===== src/rtl/dcache_req_arb.sv =====
// ---------------------------------------------------------------------------
// dcache_req_arb
//
// Shares one multi-lane D-cache request/response port between NUM_REQS
// load/store requesters (for example the LSU and a prefetch engine).
// Requests are arbitrated round-robin at request granularity. A winner keeps
// the port until every active lane of its request has been accepted, so the
// cache may accept lanes piecemeal. The requester ID is appended in the tag
// LSBs on the way out and used to steer responses on the way back.
//
// Ports
//   clk, reset           clock and asynchronous active-low reset
//   in_req_*             per-requester, per-lane request fields (flattened,
//                        requester-major: index r*NUM_THREADS + t)
//   in_req_ready         per-requester, per-lane accept
//   mem_req_*            granted request towards the cache
//   mem_req_ready        cache per-lane ready
//   mem_rsp_*            cache response, tag carries the requester ID
//   out_rsp_*            per-requester response (tmask/data/tag broadcast)
//   out_rsp_ready        per-requester response accept
//   perf_stall_cnt       per-requester stall counters (DCACHE_ARB_PERF_EN)
//
// Optional feature macro: DCACHE_ARB_PERF_EN adds perf_stall_cnt.
// ---------------------------------------------------------------------------
module dcache_req_arb #(
   parameter int NUM_REQS      = 2,
   parameter int NUM_THREADS   = 4,
   parameter int TAG_IN_WIDTH  = 8,
   parameter int REQ_SEL_BITS  = $clog2(NUM_REQS),
   parameter int TAG_OUT_WIDTH = TAG_IN_WIDTH + REQ_SEL_BITS
) (
   input  logic                                       clk,
   input  logic                                       reset,
   input  logic [NUM_REQS*NUM_THREADS-1:0]            in_req_valid,
   input  logic [NUM_REQS*NUM_THREADS-1:0]            in_req_rw,
   input  logic [NUM_REQS*NUM_THREADS*4-1:0]          in_req_byteen,
   input  logic [NUM_REQS*NUM_THREADS*30-1:0]         in_req_addr,
   input  logic [NUM_REQS*NUM_THREADS*32-1:0]         in_req_data,
   input  logic [NUM_REQS*NUM_THREADS*TAG_IN_WIDTH-1:0] in_req_tag,
   output logic [NUM_REQS*NUM_THREADS-1:0]            in_req_ready,
   output logic [NUM_THREADS-1:0]                     mem_req_valid,
   output logic [NUM_THREADS-1:0]                     mem_req_rw,
   output logic [NUM_THREADS*4-1:0]                   mem_req_byteen,
   output logic [NUM_THREADS*30-1:0]                  mem_req_addr,
   output logic [NUM_THREADS*32-1:0]                  mem_req_data,
   output logic [NUM_THREADS*TAG_OUT_WIDTH-1:0]       mem_req_tag,
   input  logic [NUM_THREADS-1:0]                     mem_req_ready,
   input  logic                                       mem_rsp_valid,
   input  logic [NUM_THREADS-1:0]                     mem_rsp_tmask,
   input  logic [NUM_THREADS*32-1:0]                  mem_rsp_data,
   input  logic [TAG_OUT_WIDTH-1:0]                   mem_rsp_tag,
   output logic                                       mem_rsp_ready,
   output logic [NUM_REQS-1:0]                        out_rsp_valid,
   output logic [NUM_REQS*NUM_THREADS-1:0]            out_rsp_tmask,
   output logic [NUM_REQS*NUM_THREADS*32-1:0]         out_rsp_data,
   output logic [NUM_REQS*TAG_IN_WIDTH-1:0]           out_rsp_tag,
   input  logic [NUM_REQS-1:0]                        out_rsp_ready
`ifdef DCACHE_ARB_PERF_EN
   ,
   output logic [NUM_REQS*32-1:0]                     perf_stall_cnt
`endif
);

   if (NUM_REQS < 2) begin : g_num_reqs_check
      $error("dcache_req_arb: NUM_REQS must be at least 2");
   end

   typedef logic [REQ_SEL_BITS-1:0] sel_t;
   typedef enum logic {IDLE, LOCKED} state_t;

   state_t state;
   sel_t   rr_ptr;
   sel_t   lock_id;

   sel_t   grant;
   sel_t   cand;
   logic   grant_found;
   logic   done;
   logic [NUM_REQS-1:0] active;

   logic [NUM_THREADS-1:0]              req_valid  [NUM_REQS];
   logic [NUM_THREADS-1:0]              req_rw     [NUM_REQS];
   logic [NUM_THREADS*4-1:0]            req_byteen [NUM_REQS];
   logic [NUM_THREADS*30-1:0]           req_addr   [NUM_REQS];
   logic [NUM_THREADS*32-1:0]           req_data   [NUM_REQS];
   logic [NUM_THREADS*TAG_IN_WIDTH-1:0] req_tag    [NUM_REQS];

   // Wrapping increment of a requester index.
   function automatic sel_t next_sel(input sel_t cur);
      if (int'(cur) == NUM_REQS - 1) begin
         return '0;
      end
      return cur + sel_t'(1);
   endfunction

   // Reshape the flat requester-major buses into per-requester arrays so the
   // grant can select a whole request with a single index.
   always_comb begin
      for (int r = 0; r < NUM_REQS; r++) begin
         req_valid[r]  = in_req_valid[r*NUM_THREADS +: NUM_THREADS];
         req_rw[r]     = in_req_rw[r*NUM_THREADS +: NUM_THREADS];
         req_byteen[r] = in_req_byteen[r*NUM_THREADS*4 +: NUM_THREADS*4];
         req_addr[r]   = in_req_addr[r*NUM_THREADS*30 +: NUM_THREADS*30];
         req_data[r]   = in_req_data[r*NUM_THREADS*32 +: NUM_THREADS*32];
         req_tag[r]    = in_req_tag[r*NUM_THREADS*TAG_IN_WIDTH +: NUM_THREADS*TAG_IN_WIDTH];
         active[r]     = |req_valid[r];
      end
   end

   // Grant selection. While locked the owner keeps the port even if it has
   // momentarily nothing valid (that simply reads as done and releases).
   // In IDLE the search walks downwards so the candidate nearest rr_ptr is
   // the last one written and therefore wins.
   always_comb begin
      grant       = '0;
      cand        = '0;
      grant_found = 1'b0;
      if (state == LOCKED) begin
         grant       = lock_id;
         grant_found = 1'b1;
      end else begin
         for (int k = NUM_REQS - 1; k >= 0; k--) begin
            cand = sel_t'((int'(rr_ptr) + k) % NUM_REQS);
            if (active[cand]) begin
               grant       = cand;
               grant_found = 1'b1;
            end
         end
      end
   end

   // Forward the granted request; the requester ID rides in the tag LSBs.
   always_comb begin
      mem_req_valid  = grant_found ? req_valid[grant] : '0;
      mem_req_rw     = req_rw[grant];
      mem_req_byteen = req_byteen[grant];
      mem_req_addr   = req_addr[grant];
      mem_req_data   = req_data[grant];
      for (int t = 0; t < NUM_THREADS; t++) begin
         mem_req_tag[t*TAG_OUT_WIDTH +: TAG_OUT_WIDTH] =
            {req_tag[grant][t*TAG_IN_WIDTH +: TAG_IN_WIDTH], grant};
      end
      for (int r = 0; r < NUM_REQS; r++) begin
         in_req_ready[r*NUM_THREADS +: NUM_THREADS] =
            (grant_found && (grant == sel_t'(r))) ? mem_req_ready : '0;
      end
   end

   // The request completes once no valid lane is left unaccepted this cycle.
   assign done = &(~mem_req_valid | mem_req_ready);

   // Arbitration FSM: a partially accepted request locks the port to its
   // owner; completion moves the round-robin pointer past the winner.
   always_ff @(posedge clk or negedge reset) begin
      if (!reset) begin
         state   <= IDLE;
         rr_ptr  <= '0;
         lock_id <= '0;
      end else begin
         case (state)
            IDLE: begin
               if (grant_found) begin
                  if (done) begin
                     rr_ptr <= next_sel(grant);
                  end else begin
                     state   <= LOCKED;
                     lock_id <= grant;
                  end
               end
            end
            LOCKED: begin
               if (done) begin
                  state  <= IDLE;
                  rr_ptr <= next_sel(lock_id);
               end
            end
            default: state <= IDLE;
         endcase
      end
   end

`ifdef DCACHE_ARB_PERF_EN
   logic [31:0] stall_cnt [NUM_REQS];

   // A requester stalls on every cycle it has work but does not own the port.
   always_ff @(posedge clk or negedge reset) begin
      if (!reset) begin
         for (int r = 0; r < NUM_REQS; r++) begin
            stall_cnt[r] <= '0;
         end
      end else begin
         for (int r = 0; r < NUM_REQS; r++) begin
            if (active[r] && !(grant_found && (grant == sel_t'(r)))) begin
               stall_cnt[r] <= stall_cnt[r] + 32'd1;
            end
         end
      end
   end

   always_comb begin
      for (int r = 0; r < NUM_REQS; r++) begin
         perf_stall_cnt[r*32 +: 32] = stall_cnt[r];
      end
   end
`endif

   // Response demux: the tag LSBs name the requester. An ID beyond
   // NUM_REQS can only come from a corrupted tag; it is swallowed.
   sel_t rsp_id;
   logic rsp_id_ok;

   assign rsp_id    = mem_rsp_tag[REQ_SEL_BITS-1:0];
   assign rsp_id_ok = (int'(rsp_id) < NUM_REQS);

   always_comb begin
      out_rsp_valid = '0;
      mem_rsp_ready = 1'b1;
      if (rsp_id_ok) begin
         out_rsp_valid[rsp_id] = mem_rsp_valid;
         mem_rsp_ready         = out_rsp_ready[rsp_id];
      end
   end

   assign out_rsp_tmask = {NUM_REQS{mem_rsp_tmask}};
   assign out_rsp_data  = {NUM_REQS{mem_rsp_data}};
   assign out_rsp_tag   = {NUM_REQS{mem_rsp_tag[TAG_OUT_WIDTH-1:REQ_SEL_BITS]}};

   rsp_id_in_range: assert property (@(posedge clk) disable iff (!reset)
                                     mem_rsp_valid |-> rsp_id_ok);

endmodule


===== config.mk =====
export PLATFORM = sky130hd
export DESIGN_NAME = dcache_req_arb
export DESIGN_NICKNAME = d
export VERILOG_FILES = /design/src/rtl/dcache_req_arb.sv
export SDC_FILE = /design/constraint.sdc
export NUM_CORES = 1
export LEC_CHECK = 0
export CAP_MARGIN = 0
export CORE_AREA = 2 2 527 529
export CTS_CLUSTER_DIAMETER = 50
export DETAILED_ROUTE_END_ITERATION = 6
export DIE_AREA = 0 0 529 531
export MAX_ROUTING_LAYER = met4
export PLACE_DENSITY = 0.3
export SLEW_MARGIN = 5
export SYNTH_ARGS = -nofsm -noshare
export SYNTH_HDL_FRONTEND = slang
export SYNTH_SLANG_ARGS = --single-unit

===== constraint.sdc =====
create_clock -name clk -period 2.9 [get_ports clk]
set_input_delay 0.435 -clock clk [delete_from_list [all_inputs] [get_ports clk]]
set_output_delay 0.435 -clock clk [all_outputs]
set_load 0.03 [all_outputs]

==> run_summary.xml <==
<?xml version="1.0" encoding="UTF-8"?>
<metrics>
  <group name="clock_tree">
    <metric name="worst_setup_hold_path_clk_slew" unit="ps">30</metric>
    <metric name="cts_sinks" unit="">3</metric>
    <metric name="cts-root-to-sink-buffers" unit="">2</metric>
    <metric name="clk_tree_root_cell" unit="">sky130_fd_sc_hd__clkbuf_16</metric>
    <metric name="clock_latency" unit="ps">230</metric>
    <metric name="cts_tree" unit="">done</metric>
    <metric name="cts.htree.levels" unit="">1</metric>
    <metric name="cts-buffers-inserted" unit="">3</metric>
  </group>
  <group name="global_route">
    <metric name="grt_antenna_before_repair" unit="">126</metric>
    <metric name="grt_pass1_vias" unit="">9298</metric>
    <metric name="grt_first_pass_wirelength" unit="mm">185</metric>
    <metric name="grt_max_degree" unit="">24</metric>
    <metric name="grtUsageTotal" unit="%">11.7</metric>
    <metric name="grt.overflow.total" unit="">0</metric>
  </group>
  <group name="power_and_ir_drop">
    <metric name="leakage" unit="nW">7.08</metric>
    <metric name="switching_power" unit="mW">12.5</metric>
    <metric name="netSwitchingFraction" unit="%">54.3</metric>
    <metric name="cell_internal_pwr" unit="mW">10.5</metric>
    <metric name="sequential_fraction_of_design_power" unit="%">0.4</metric>
    <metric name="clkPwrFrac" unit="%">1.0</metric>
    <metric name="power.combinational.fraction" unit="%">98.7</metric>
    <metric name="vdd_drop_max" unit="mV">0.700</metric>
    <metric name="power_density" unit="mW/mm^2">1100</metric>
  </group>
  <group name="logic_synthesis">
    <metric name="ys_ff_latch" unit="">3</metric>
    <metric name="yosys_most_used_dff" unit="">sky130_fd_sc_hd__dfrtp_1</metric>
    <metric name="synthesis.instances" unit="">666</metric>
    <metric name="synth.area.mux_share" unit="%">54.6</metric>
    <metric name="synth_area" unit="sq mm">0.00620</metric>
    <metric name="synth_nets" unit="">1424</metric>
    <metric name="synth_common_cells" unit="">284 x sky130_fd_sc_hd__buf_4, 223 x sky130_fd_sc_hd__mux2_1, 78 x sky130_fd_sc_hd__mux2_2</metric>
    <metric name="yosysMostFrequentCell" unit="">sky130_fd_sc_hd__buf_4</metric>
    <metric name="syn-mean-instance-area" unit="sq um">9.31</metric>
    <metric name="async_flop_share" unit="%">100</metric>
    <metric name="synth_edf_count" unit="">0</metric>
    <metric name="post_synthesis_share_of_cell_area_spent_on_and_or_nand_and_nor_gates" unit="%">2.38</metric>
    <metric name="combinational_family_with_the_most_area_after_synthesis" unit="">multiplexers</metric>
    <metric name="yosys_warnings" unit="">0</metric>
    <metric name="synth_compound_gate_area_share" unit="%">2.06</metric>
    <metric name="synthTopCellsByArea" unit="">sky130_fd_sc_hd__mux2_1 40%, sky130_fd_sc_hd__buf_4 34%, sky130_fd_sc_hd__mux2_2 14%</metric>
    <metric name="synth_top_area_share" unit="%">40.5</metric>
    <metric name="synth.largest_area_cell" unit="">sky130_fd_sc_hd__mux2_1</metric>
    <metric name="yosysUniqueCellTypes" unit="">28</metric>
    <metric name="synth-xor-area-share" unit="%">0</metric>
    <metric name="ys_seq_area_share" unit="%">1.21</metric>
    <metric name="post_synthesis_share_of_cell_area_spent_on_full_adders_half_adders_and_majority_gates" unit="%">0</metric>
  </group>
  <group name="sta">
    <metric name="timing_max_transition_violations_final" unit="">0</metric>
    <metric name="rsz0062_at_grt" unit="">true</metric>
    <metric name="fin_crit_sh" unit="%">103</metric>
    <metric name="final.setup.worst_slack" unit="ps">-72.6</metric>
    <metric name="period_needed" unit="ps">2970</metric>
    <metric name="clock-skew-final" unit="ps">1.18</metric>
    <metric name="final-hold-violation-count" unit="">0</metric>
    <metric name="worst-slew-pin-transition" unit="ps">680</metric>
    <metric name="relative_slew_margins" unit="%">53.5</metric>
    <metric name="timing.hold.ws" unit="ps">398</metric>
    <metric name="setup-violations-final" unit="">95</metric>
    <metric name="timing.setup.tns" unit="ps">-2370</metric>
    <metric name="achievable-frequency" unit="GHz">0.336</metric>
  </group>
  <group name="detailed_routing">
    <metric name="residual_drc" unit="">0</metric>
    <metric name="dr_vias" unit="">8693</metric>
    <metric name="drtPass1Iterations" unit="">4</metric>
    <metric name="first_iter_violations" unit="">124</metric>
    <metric name="wl_per_cell" unit="um">33.5</metric>
    <metric name="routed_via_density" unit="">1.74</metric>
    <metric name="wl" unit="mm">167</metric>
    <metric name="detail-route-antenna-nets" unit="">0</metric>
  </group>
  <group name="setup_path">
    <metric name="reg2reg_path_depth" unit="">8</metric>
    <metric name="worst_r2r_endpoint" unit="">state</metric>
    <metric name="critPathLaunch" unit="">in_req_valid[0]</metric>
    <metric name="timing.critical_path.required" unit="ps">2470</metric>
    <metric name="critPathLaunchType" unit="">input pin</metric>
    <metric name="cp_max_fo" unit="">9</metric>
    <metric name="r2r_start" unit="">state</metric>
    <metric name="timing.setup.critical_path_class" unit="">in -&gt; out</metric>
    <metric name="setup.reg_to_reg.worst_slack" unit="ps">1030</metric>
    <metric name="critical_path_arrival" unit="ps">2540</metric>
    <metric name="timing.critical_path.to_type" unit="">output pin</metric>
    <metric name="crit_path_end" unit="">mem_req_addr[22]</metric>
  </group>
  <group name="floorplanning">
    <metric name="floorplan.io_pins" unit="">1357</metric>
    <metric name="initial_utilization" unit="%">2.25</metric>
    <metric name="die_w" unit="um">529</metric>
    <metric name="design.core.area" unit="sq mm">0.275</metric>
    <metric name="die_footprint" unit="sq mm">0.281</metric>
    <metric name="floorplan.die.height" unit="um">531</metric>
    <metric name="placement_rows" unit="">193</metric>
  </group>
  <group name="outcome">
    <metric name="outcome" unit="">finished, violations left</metric>
    <metric name="failed_checks" unit="">negative setup slack</metric>
  </group>
  <group name="placement">
    <metric name="number_of_buffer_cells_added_on_primary_ports" unit="">936</metric>
    <metric name="place.detailed.hpwl" unit="mm">157</metric>
    <metric name="place_congestion" unit="">0.762</metric>
  </group>
  <group name="layout">
    <metric name="post_route_cells_drive_above_1_share" unit="%">44.5</metric>
    <metric name="area_overhead_of_the_layout_relative_to_synthesis" unit="%">236</metric>
    <metric name="layout.nets" unit="">2129</metric>
    <metric name="layout.core_utilization" unit="%">7.57</metric>
    <metric name="fillCellCount" unit="">32100</metric>
  </group>
  <group name="hold_path">
    <metric name="worst_hold_path_type" unit="">in -&gt; async</metric>
  </group>
  <group name="run">
    <metric name="timing.max_cap.violations" unit="">0</metric>
  </group>
</metrics>
metal layers:
| metal | share of wire, % | global-route usage, % | up-vias |
|---|---|---|---|
| li1 | - | - | 3452 |
| met1 | 34 | 11.5 | 3834 |
| met2 | 45 | 18.6 | 1103 |
| met3 | 19 | 8.77 | 304 |
| met4 | 2.5 | 1.87 | 0 |
| met5 | 0 | - | - |
worst min-delay path by stage:
| stage | startpoint | endpoint | slack [ps] | cells past startpoint |
|---|---|---|---|---|
| after floorplan | reset | lock_id | 140 | 0 |
| after global placement | rr_ptr | rr_ptr | 550 | 2 |
| after detailed placement | rr_ptr | rr_ptr | 550 | 2 |
| after CTS | reset | rr_ptr | 400 | 1 |
| after global routing | reset | lock_id | 400 | 1 |
| final | reset | rr_ptr | 400 | 1 |
state kept, by name (all words and copies together) (netlist names):
name,flops
lock_id,1
state,1
rr_ptr,1
cell type report:
class,instances,area (sq um),share of cell area (%)
Timing Repair Buffer,1018,12300,58.9
Multi-Input combinational cell,341,3860,18.5
Clock buffer,4,78.8,0.378
Inverter,4,15.0,0.0720
Tap cell,3607,4510,21.7
Antenna cell,15,37.5,0.180
Sequential cell,3,75.1,0.360
cell usage in the layout (no fill, tap or decap), types with 4 or more instances in the layout:
cell type and count:
sky130_fd_sc_hd__mux2_1 102, sky130_fd_sc_hd__buf_2 24, sky130_fd_sc_hd__buf_12 200, sky130_fd_sc_hd__nor2b_1 11
sky130_fd_sc_hd__mux2_4 45, sky130_fd_sc_hd__a22o_1 4, sky130_fd_sc_hd__inv_1 4, sky130_fd_sc_hd__clkdlybuf4s15_2 18
sky130_fd_sc_hd__diode_2 15, sky130_fd_sc_hd__clkdlybuf4s50_1 615, sky130_fd_sc_hd__buf_4 85, sky130_fd_sc_hd__buf_16 14
sky130_fd_sc_hd__buf_6 53, sky130_fd_sc_hd__mux2_2 154, sky130_fd_sc_hd__clkbuf_16 4
per-stage QoR:
step | std cells | total power [mW] | setup WS (ps) | area (sq um)
2_1_floorplan | 666 | 8.84 | 444 | 6200
3_3_place_gp | 4940 | 20.8 | -854 | 19700
3_5_place_dp | 4940 | 20.7 | -813 | 19700
4_1_cts | 4977 | 24.0 | -218 | 20800
5_1_grt | 4986 | 24.4 | -173 | 20800
6_report | 4992 | 23.0 | -72.6 | 20800
power by group through the flow:
stage	sequential, mW	clock (mW)	combinational [mW]
2_1_floorplan	0.0757	0	8.77
3_3_place_gp	0.0854	0	20.7
3_5_place_dp	0.0834	0	20.6
4_1_cts	0.0862	0.228	23.6
5_1_grt	0.0880	0.232	24.1
6_report	0.0855	0.223	22.7
timing repair:
action	CTS	global route
buffers inserted	20	5
endpoints found under the setup margin	306	253
gates resized for setup	422	68
pin swaps	2	0
hold buffers	0	0
gates cloned	13	1
worst max-delay path, cell delays in order:
cell                        delay [ps]
sky130_fd_sc_hd__buf_6              90
sky130_fd_sc_hd__or4_4             560
sky130_fd_sc_hd__a21oi_4           220
sky130_fd_sc_hd__nand2_8           120
sky130_fd_sc_hd__buf_12            190
sky130_fd_sc_hd__buf_12            150
sky130_fd_sc_hd__clkbuf_16         190
sky130_fd_sc_hd__mux2_2            330
sky130_fd_sc_hd__buf_12            170
kinds of logic after synthesis:
logic type,Yosys count
AO/OA/AOI/OAI,15
flip-flops,3
AND/OR/NAND/NOR,25
multiplexers,301
buffers and inverters,322
Note: power is estimated with default switching activity, not from simulation.
